## config.mk

```make
export PLATFORM = sky130hd
export DESIGN_NAME = modq_addsub_pipe_flat
export DESIGN_NICKNAME = d
export VERILOG_FILES = /design/src/rtl/modq_addsub_pipe_if.sv /design/src/rtl/modq_addsub_pipe.sv /design/src/flat_wrapper.sv
export SDC_FILE = /design/constraint.sdc
export NUM_CORES = 1
export LEC_CHECK = 0
export ABC_AREA = 1
export CORE_ASPECT_RATIO = 1.4
export CORE_MARGIN = 4
export CORE_UTILIZATION = 60
export DETAILED_ROUTE_END_ITERATION = 8
export PLACE_DENSITY = 0.79
export REMOVE_ABC_BUFFERS = 1
export SYNTH_ARGS = -nofsm -noshare
export SYNTH_HDL_FRONTEND = slang
export SYNTH_SLANG_ARGS = --single-unit
export TNS_END_PERCENT = 50
```

## constraint.sdc

```tcl
create_clock -name clk -period 4.83 [get_ports clk]
set_input_delay 0.966 -clock clk [delete_from_list [all_inputs] [get_ports clk]]
set_output_delay 0.966 -clock clk [all_outputs]
set_load 0.005 [all_outputs]
```

## src/rtl/modq_addsub_pipe_if.sv

```systemverilog
// modq_addsub_pipe_if: operand/result handshake bundle for modq_addsub_pipe.
interface modq_addsub_pipe_if #(parameter int LANE_W = 12);
    logic [1:0]          mode;
    logic                sel_a_dly;
    logic                sel_b_dly;
    logic [2*LANE_W-1:0] in_a;
    logic [2*LANE_W-1:0] in_b;
    logic                in_valid;
    logic                in_ready;
    logic [2*LANE_W-1:0] out_data;
    logic                out_valid;
    logic                out_ready;
    logic                range_err;
    modport master (
        output mode, sel_a_dly, sel_b_dly, in_a, in_b, in_valid, out_ready,
        input  in_ready, out_data, out_valid, range_err
    );
    modport slave (
        input  mode, sel_a_dly, sel_b_dly, in_a, in_b, in_valid, out_ready,
        output in_ready, out_data, out_valid, range_err
    );
endinterface

```

## src/rtl/modq_addsub_pipe.sv

```systemverilog
// modq_addsub_pipe: 2-stage Kyber (2 lanes mod KQ) / Dilithium (mod DQ) modular add/sub.
// Define MODQ_RANGE_CHECK_EN to build the sticky operand-range checker driving range_err.
module modq_addsub_pipe #(
    parameter int LANE_W = 12,
    parameter int KQ     = 3329,
    parameter int DQ     = 8380417,
    parameter int A_DLY  = 6,
    parameter int B_DLY  = 7
) (
    input logic              clk,
    input logic              rst,
    modq_addsub_pipe_if.slave bus
);
    localparam int W = 2 * LANE_W;
    localparam logic [LANE_W-1:0] KQ_L = KQ[LANE_W-1:0];
    localparam logic [W-1:0]      DQ_L = DQ[W-1:0];

    logic [W-1:0]  r_a_dly [A_DLY];
    logic [W-1:0]  r_b_dly [B_DLY];
    logic [W-1:0]  w_a, w_b;
    logic          w_dil_in, w_accept, w_s2_adv;
    logic [LANE_W:0] w_k_lo, w_k_hi;
    logic [W:0]    w_d;
    logic [W+1:0]  w_s1_sum, r_s1_sum;
    logic [1:0]    r_s1_mode;
    logic          r_s1_valid, r_s2_valid;
    logic          w_dil;
    logic [LANE_W:0] w_lo_s, w_hi_s;
    logic [W:0]    w_d_s;
    logic [LANE_W-1:0] w_lo_r, w_hi_r;
    logic [W-1:0]  w_d_r, w_res, r_out_data;

    // Delay lines shift every cycle, independent of the handshake.
    always_ff @(posedge clk) begin
        if (!rst) begin
            for (int i = 0; i < A_DLY; i++) r_a_dly[i] <= '0;
            for (int i = 0; i < B_DLY; i++) r_b_dly[i] <= '0;
        end else begin
            r_a_dly[0] <= bus.in_a;
            r_b_dly[0] <= bus.in_b;
            for (int i = 1; i < A_DLY; i++) r_a_dly[i] <= r_a_dly[i-1];
            for (int i = 1; i < B_DLY; i++) r_b_dly[i] <= r_b_dly[i-1];
        end
    end

    assign w_a          = bus.sel_a_dly ? r_a_dly[A_DLY-1] : bus.in_a;
    assign w_b          = bus.sel_b_dly ? r_b_dly[B_DLY-1] : bus.in_b;
    assign w_dil_in     = bus.mode == 2'b01 || bus.mode == 2'b10;
    assign w_s2_adv     = !r_s2_valid || bus.out_ready;
    assign bus.in_ready = !r_s1_valid || w_s2_adv;
    assign w_accept     = bus.in_valid && bus.in_ready;

    always_comb begin
        w_k_lo   = (bus.mode == 2'b00) ? {1'b0, w_a[LANE_W-1:0]} - {1'b0, w_b[LANE_W-1:0]}
                                       : {1'b0, w_a[LANE_W-1:0]} + {1'b0, w_b[LANE_W-1:0]};
        w_k_hi   = (bus.mode == 2'b11) ? {1'b0, w_a[W-1:LANE_W]} - {1'b0, w_b[W-1:LANE_W]}
                                       : {1'b0, w_a[W-1:LANE_W]} + {1'b0, w_b[W-1:LANE_W]};
        w_d      = (bus.mode == 2'b10) ? {1'b0, w_a} - {1'b0, w_b} : {1'b0, w_a} + {1'b0, w_b};
        w_s1_sum = w_dil_in ? {1'b0, w_d} : {w_k_hi, w_k_lo};
    end

    always_ff @(posedge clk) begin
        if (!rst) begin
            r_s1_valid <= 1'b0;
            r_s1_sum   <= '0;
            r_s1_mode  <= '0;
        end else begin
            if (bus.in_ready) r_s1_valid <= bus.in_valid;
            if (w_accept) begin
                r_s1_sum  <= w_s1_sum;
                r_s1_mode <= bus.mode;
            end
        end
    end

    // Top bit of each raw value is carry (add) or borrow (sub).
    always_comb begin
        w_dil  = r_s1_mode[0] ^ r_s1_mode[1];
        w_lo_s = r_s1_sum[LANE_W:0];
        w_hi_s = r_s1_sum[W+1:LANE_W+1];
        w_d_s  = r_s1_sum[W:0];
        w_lo_r = (r_s1_mode == 2'b00)
               ? (w_lo_s[LANE_W] ? w_lo_s[LANE_W-1:0] + KQ_L : w_lo_s[LANE_W-1:0])
               : (w_lo_s >= {1'b0, KQ_L} ? w_lo_s[LANE_W-1:0] - KQ_L : w_lo_s[LANE_W-1:0]);
        w_hi_r = (r_s1_mode == 2'b11)
               ? (w_hi_s[LANE_W] ? w_hi_s[LANE_W-1:0] + KQ_L : w_hi_s[LANE_W-1:0])
               : (w_hi_s >= {1'b0, KQ_L} ? w_hi_s[LANE_W-1:0] - KQ_L : w_hi_s[LANE_W-1:0]);
        w_d_r  = (r_s1_mode == 2'b10)
               ? (w_d_s[W] ? w_d_s[W-1:0] + DQ_L : w_d_s[W-1:0])
               : (w_d_s >= {1'b0, DQ_L} ? w_d_s[W-1:0] - DQ_L : w_d_s[W-1:0]);
        w_res  = w_dil ? w_d_r : {w_hi_r, w_lo_r};
    end

    always_ff @(posedge clk) begin
        if (!rst) begin
            r_s2_valid <= 1'b0;
            r_out_data <= '0;
        end else if (w_s2_adv) begin
            r_s2_valid <= r_s1_valid;
            if (r_s1_valid) r_out_data <= w_res;
        end
    end

    assign bus.out_valid = r_s2_valid;
    assign bus.out_data  = r_out_data;

`ifdef MODQ_RANGE_CHECK_EN
    logic r_range_err, w_hit;
    always_comb begin
        w_hit = w_dil_in ? (w_a >= DQ_L || w_b >= DQ_L)
                         : (w_a[LANE_W-1:0] >= KQ_L || w_a[W-1:LANE_W] >= KQ_L ||
                            w_b[LANE_W-1:0] >= KQ_L || w_b[W-1:LANE_W] >= KQ_L);
    end
    always_ff @(posedge clk) begin
        if (!rst) r_range_err <= 1'b0;
        else if (w_accept && w_hit) r_range_err <= 1'b1;
    end
    assign bus.range_err = r_range_err;
`else
    assign bus.range_err = 1'b0;
`endif
endmodule

```

## src/flat_wrapper.sv

```systemverilog
// flat-port wrapper written by rule: the top's interface ports become plain ports
module modq_addsub_pipe_flat 
#(
    parameter int LANE_W = 12,
    parameter int KQ     = 3329,
    parameter int DQ     = 8380417,
    parameter int A_DLY  = 6,
    parameter int B_DLY  = 7
)
  (clk, rst, bus_mode, bus_sel_a_dly, bus_sel_b_dly, bus_in_a, bus_in_b, bus_in_valid, bus_out_ready, bus_in_ready, bus_out_data, bus_out_valid, bus_range_err);
  modq_addsub_pipe_if #(.LANE_W(LANE_W)) bus_i ();
  input logic clk;
  input logic rst;
  input wire logic [$bits(bus_i.mode)-1:0] bus_mode;
  input wire logic [$bits(bus_i.sel_a_dly)-1:0] bus_sel_a_dly;
  input wire logic [$bits(bus_i.sel_b_dly)-1:0] bus_sel_b_dly;
  input wire logic [$bits(bus_i.in_a)-1:0] bus_in_a;
  input wire logic [$bits(bus_i.in_b)-1:0] bus_in_b;
  input wire logic [$bits(bus_i.in_valid)-1:0] bus_in_valid;
  input wire logic [$bits(bus_i.out_ready)-1:0] bus_out_ready;
  output wire logic [$bits(bus_i.in_ready)-1:0] bus_in_ready;
  output wire logic [$bits(bus_i.out_data)-1:0] bus_out_data;
  output wire logic [$bits(bus_i.out_valid)-1:0] bus_out_valid;
  output wire logic [$bits(bus_i.range_err)-1:0] bus_range_err;
  assign bus_i.mode = bus_mode;
  assign bus_i.sel_a_dly = bus_sel_a_dly;
  assign bus_i.sel_b_dly = bus_sel_b_dly;
  assign bus_i.in_a = bus_in_a;
  assign bus_i.in_b = bus_in_b;
  assign bus_i.in_valid = bus_in_valid;
  assign bus_i.out_ready = bus_out_ready;
  assign bus_in_ready = bus_i.in_ready;
  assign bus_out_data = bus_i.out_data;
  assign bus_out_valid = bus_i.out_valid;
  assign bus_range_err = bus_i.range_err;
  modq_addsub_pipe #(.LANE_W(LANE_W), .KQ(KQ), .DQ(DQ), .A_DLY(A_DLY), .B_DLY(B_DLY)) u_core (.clk(clk), .rst(rst), .bus(bus_i));
endmodule
```

==> results.json <==
{
  "skew_ps": 24.3,
  "synthTopCellsByArea": "dfxtp_1, nand2_1, inv_1, nand3_1, a21oi_1",
  "worst_slew_pin_slew_ps": 966,
  "min_path_type": "register to register",
  "place_congestion": 1.00,
  "cts_tree": "built",
  "routed_wl_um": 48600,
  "sw_frac_of_total": 0.300,
  "p_per_area_nw_per_um2": 361,
  "synth_top_cell_by_area": "dfxtp_1",
  "worst-r2r-setup-slack_ps": 1390,
  "grt_usage": 0.288,
  "cp.required_ps": 5260,
  "area_growth_pct": 11.9,
  "async_reset_ff_frac": 0,
  "path_cells": "clkdlybuf4s50_1 -> inv_4 -> o21ai_2 -> ha_1 -> nand3_2 -> nor2_4 -> nand3_2 -> nor2_4 -> nand2_1 -> xor2_1 -> o21ai_0 -> ha_1 -> nand2_1 -> inv_1 -> a21oi_1 -> nand2_1 -> o21ai_0 -> nand3_1 -> nand2_1 -> inv_1",
  "finalSetupViolations": 0,
  "drtIter0Drc": 1001,
  "grt_max_degree": 202,
  "cp-end-kind": "register",
  "cpMostUsedCell": "nand2_1",
  "path_class": "input pin to register",
  "r2r_cells": 18,
  "ys_warn_count": 0,
  "r2r_end": "u_core.r_s1_sum[11]",
  "reg2reg_from": "u_core.r_b_dly[0][145]",
  "num_rows": 75,
  "fin_crit_ps": 4390,
  "vias": 16100,
  "synth.most_common_cell": "nand2_1",
  "cts.sinks": 366,
  "path_buf_inv": 4,
  "synth_flop_cell": "dfxtp_1",
  "synth-seq-cells": 366,
  "antenna_found_initial": 0,
  "peakVddDrop_mv": 0.451,
  "max_freq_ghz": 0.228,
  "p_switching_w": 0.00221,
  "nets": 2811,
  "synth_edf_count": 0,
  "ys_seq_area_frac": 0.400,
  "power.leakage_nw": 11.4,
  "die_height_um": 215,
  "dp_hpwl_um": 35600,
  "ant_nets": 0,
  "drc_errors": 0,
  "holdPathEnd": "u_core.r_b_dly[0][57]",
  "numPortBuffers": 81,
  "min_from": "u_core.r_b_dly[0][33]",
  "ff_latch_area_um2": 7330,
  "start_kind": "input pin",
  "cts_max_level": 2,
  "clockPowerShare": 0.361,
  "ys_types": 58,
  "routedWlPerCell_um": 15.7,
  "fillers": 2544,
  "critical-path-top-delay-family": "simple AND/OR/NAND/NOR gates",
  "core_area_um2": 30000,
  "synthCells": 2649,
  "maxSlewViolCount": 0,
  "grt_pass1_wl_um": 78800,
  "critPathSlowestCell": "clkdlybuf4s50_1",
  "fin_crit_sh": 0.910,
  "finalSetupTns_ps": 0,
  "cp_data_arrival_time_ps": 4820,
  "insertion_delay_ps": 520,
  "cap_violations": 0,
  "slowest_delay_ps": 600,
  "hold_depth": 2,
  "io_pins": 83,
  "slew_headroom": 0.356,
  "syn-cell-area_um2": 18300,
  "dr.pass1.iters": 6,
  "via_per_inst": 5.21,
  "drive_gt1_frac": 0.0719,
  "grt_pass1_vias": 15800,
  "cts_hold_buffers": 0,
  "status": "completed",
  "overflow": 0,
  "rsz0062_at_grt": "false",
  "post_cts.resized_instances": 0,
  "start_util": 0.609,
  "synth_top_area_share": 0.400,
  "pwr-share-comb": 0.204,
  "fp.dieArea_um2": 33400,
  "final_util": 0.682,
  "multi_input_area_um2": 8640,
  "post-cts-setup-buffer-count": 0,
  "antenna_cells": 0,
  "cts-buffers-inserted": 34,
  "die_x_um": 156,
  "path_max_fanout": 23,
  "netlist_top_cells_count": "nand2_1, inv_1, dfxtp_1",
  "syn_avg_cell_area_um2": 6.91,
  "cts_buffer_depth": 3,
  "hold_viol": 0,
  "p_int_w": 0.00517,
  "root_buffer": "clkbuf_16",
  "path_clk_slew_ps": 70,
  "p_seq_frac": 0.436
}
-- area by class of cell --
type,count,area share
tap,385,0.0235
clock buffer,47,0.0489
multi-input combinational,1697,0.422
clock inverter,11,0.00587
sequential,366,0.358
timing repair buffer,113,0.0540
inverter,478,0.0878
-- placed cells by master (no fill, tap or decap), drive strengths merged, types with 9 or more instances in the layout --
master,Yosys,routed
xnor2,16,16
or2,9,9
clkdlybuf4s50,0,80
a21oi,165,165
o211ai,13,13
mux2,21,21
inv,472,477
nand2,798,798
ha,62,62
buf,40,33
clkinv,6,10
nand4,21,21
nor2,158,158
xor2,41,41
o21ai,143,143
nand3,178,178
a31oi,10,10
nor3,25,25
clkbuf,68,47
dfxtp,366,366
a21o,9,9
-- routing by layer --
layer	part of all wire	track usage	wire [µm]	vias to the layer above
li1	-	-	-	8228
met1	0.39	0.330	18900	7321
met2	0.52	0.533	25300	461
met3	0.044	0.0299	2160	118
met4	0.047	0.128	2300	0
met5	0	0	0	-
-- power groups by stage --
stage	registers [W]	logic [W]	clock network (W)
detailed placement	0.00328	0.00147	0
floorplan	0.00326	0.000971	0
global route	0.00322	0.00168	0.00283
CTS	0.00321	0.00149	0.00271
finish	0.00322	0.00150	0.00267
global placement	0.00328	0.00145	0
-- worst max-delay path by stage --
| stage | from | end | slack [ps] | depth (start not counted) |
|---|---|---|---|---|
| 2_1_floorplan | bus_sel_b_dly | u_core.r_s1_sum[24] | 1130 | 23 |
| 3_3_place_gp | bus_sel_b_dly | u_core.r_s1_sum[22] | 170 | 23 |
| 3_5_place_dp | bus_sel_b_dly | u_core.r_s1_sum[24] | 50 | 24 |
| 4_1_cts | bus_sel_b_dly | u_core.r_s1_sum[24] | 590 | 24 |
| 5_1_grt | bus_sel_b_dly | u_core.r_s1_sum[11] | 170 | 21 |
| 6_report | bus_sel_b_dly | u_core.r_s1_sum[11] | 440 | 20 |
-- worst register-to-register path: stages (launching register included) --
cell     delay, ps
dfxtp_1        310
o21ai_2        210
ha_1           250
nand3_2        110
nor2_4         110
nand3_2        130
nor2_4         150
nand2_1         80
xor2_1         150
o21ai_0        290
ha_1           350
nand2_1        190
inv_1           60
a21oi_1        270
nand2_1        180
o21ai_0        270
nand3_1        150
nand2_1         80
inv_1           40
-- state kept, by name, summed over array words and instances (netlist names) --
signal / cells
u_core.r_a_dly: 144
u_core.bus.out_valid: 1
u_core.r_s1_mode: 2
u_core.bus.out_data: 24
u_core.r_b_dly: 168
u_core.r_s1_sum: 26
u_core.r_s1_valid: 1
-- cell families after synthesis --
kind of cell / after synthesis / share of synthesized area
AOI/OAI and AO/OA: 353 / 0.104
DFF: 366 / 0.400
muxes: 22 / 0.0135
adders and majority gates: 65 / 0.0457
xor gates and xnor gates: 57 / 0.0273
buffers and inverters: 586 / 0.128
other: 1 / 0.000205
and+or+nand+nor: 1199 / 0.281
-- through the flow --
step,hold WS (ps),std cells,cell area (µm²),power [W],worst slack [ps]
3_3_place_gp,392,3039,19400,0.00473,172
2_1_floorplan,386,2541,17800,0.00423,1130
5_1_grt,421,3097,20500,0.00773,165
6_report,405,3097,20500,0.00738,436
4_1_cts,405,3097,20500,0.00741,586
3_5_place_dp,395,3039,19400,0.00475,45.6
No activity file was read; power rests on OpenSTA's default activity.
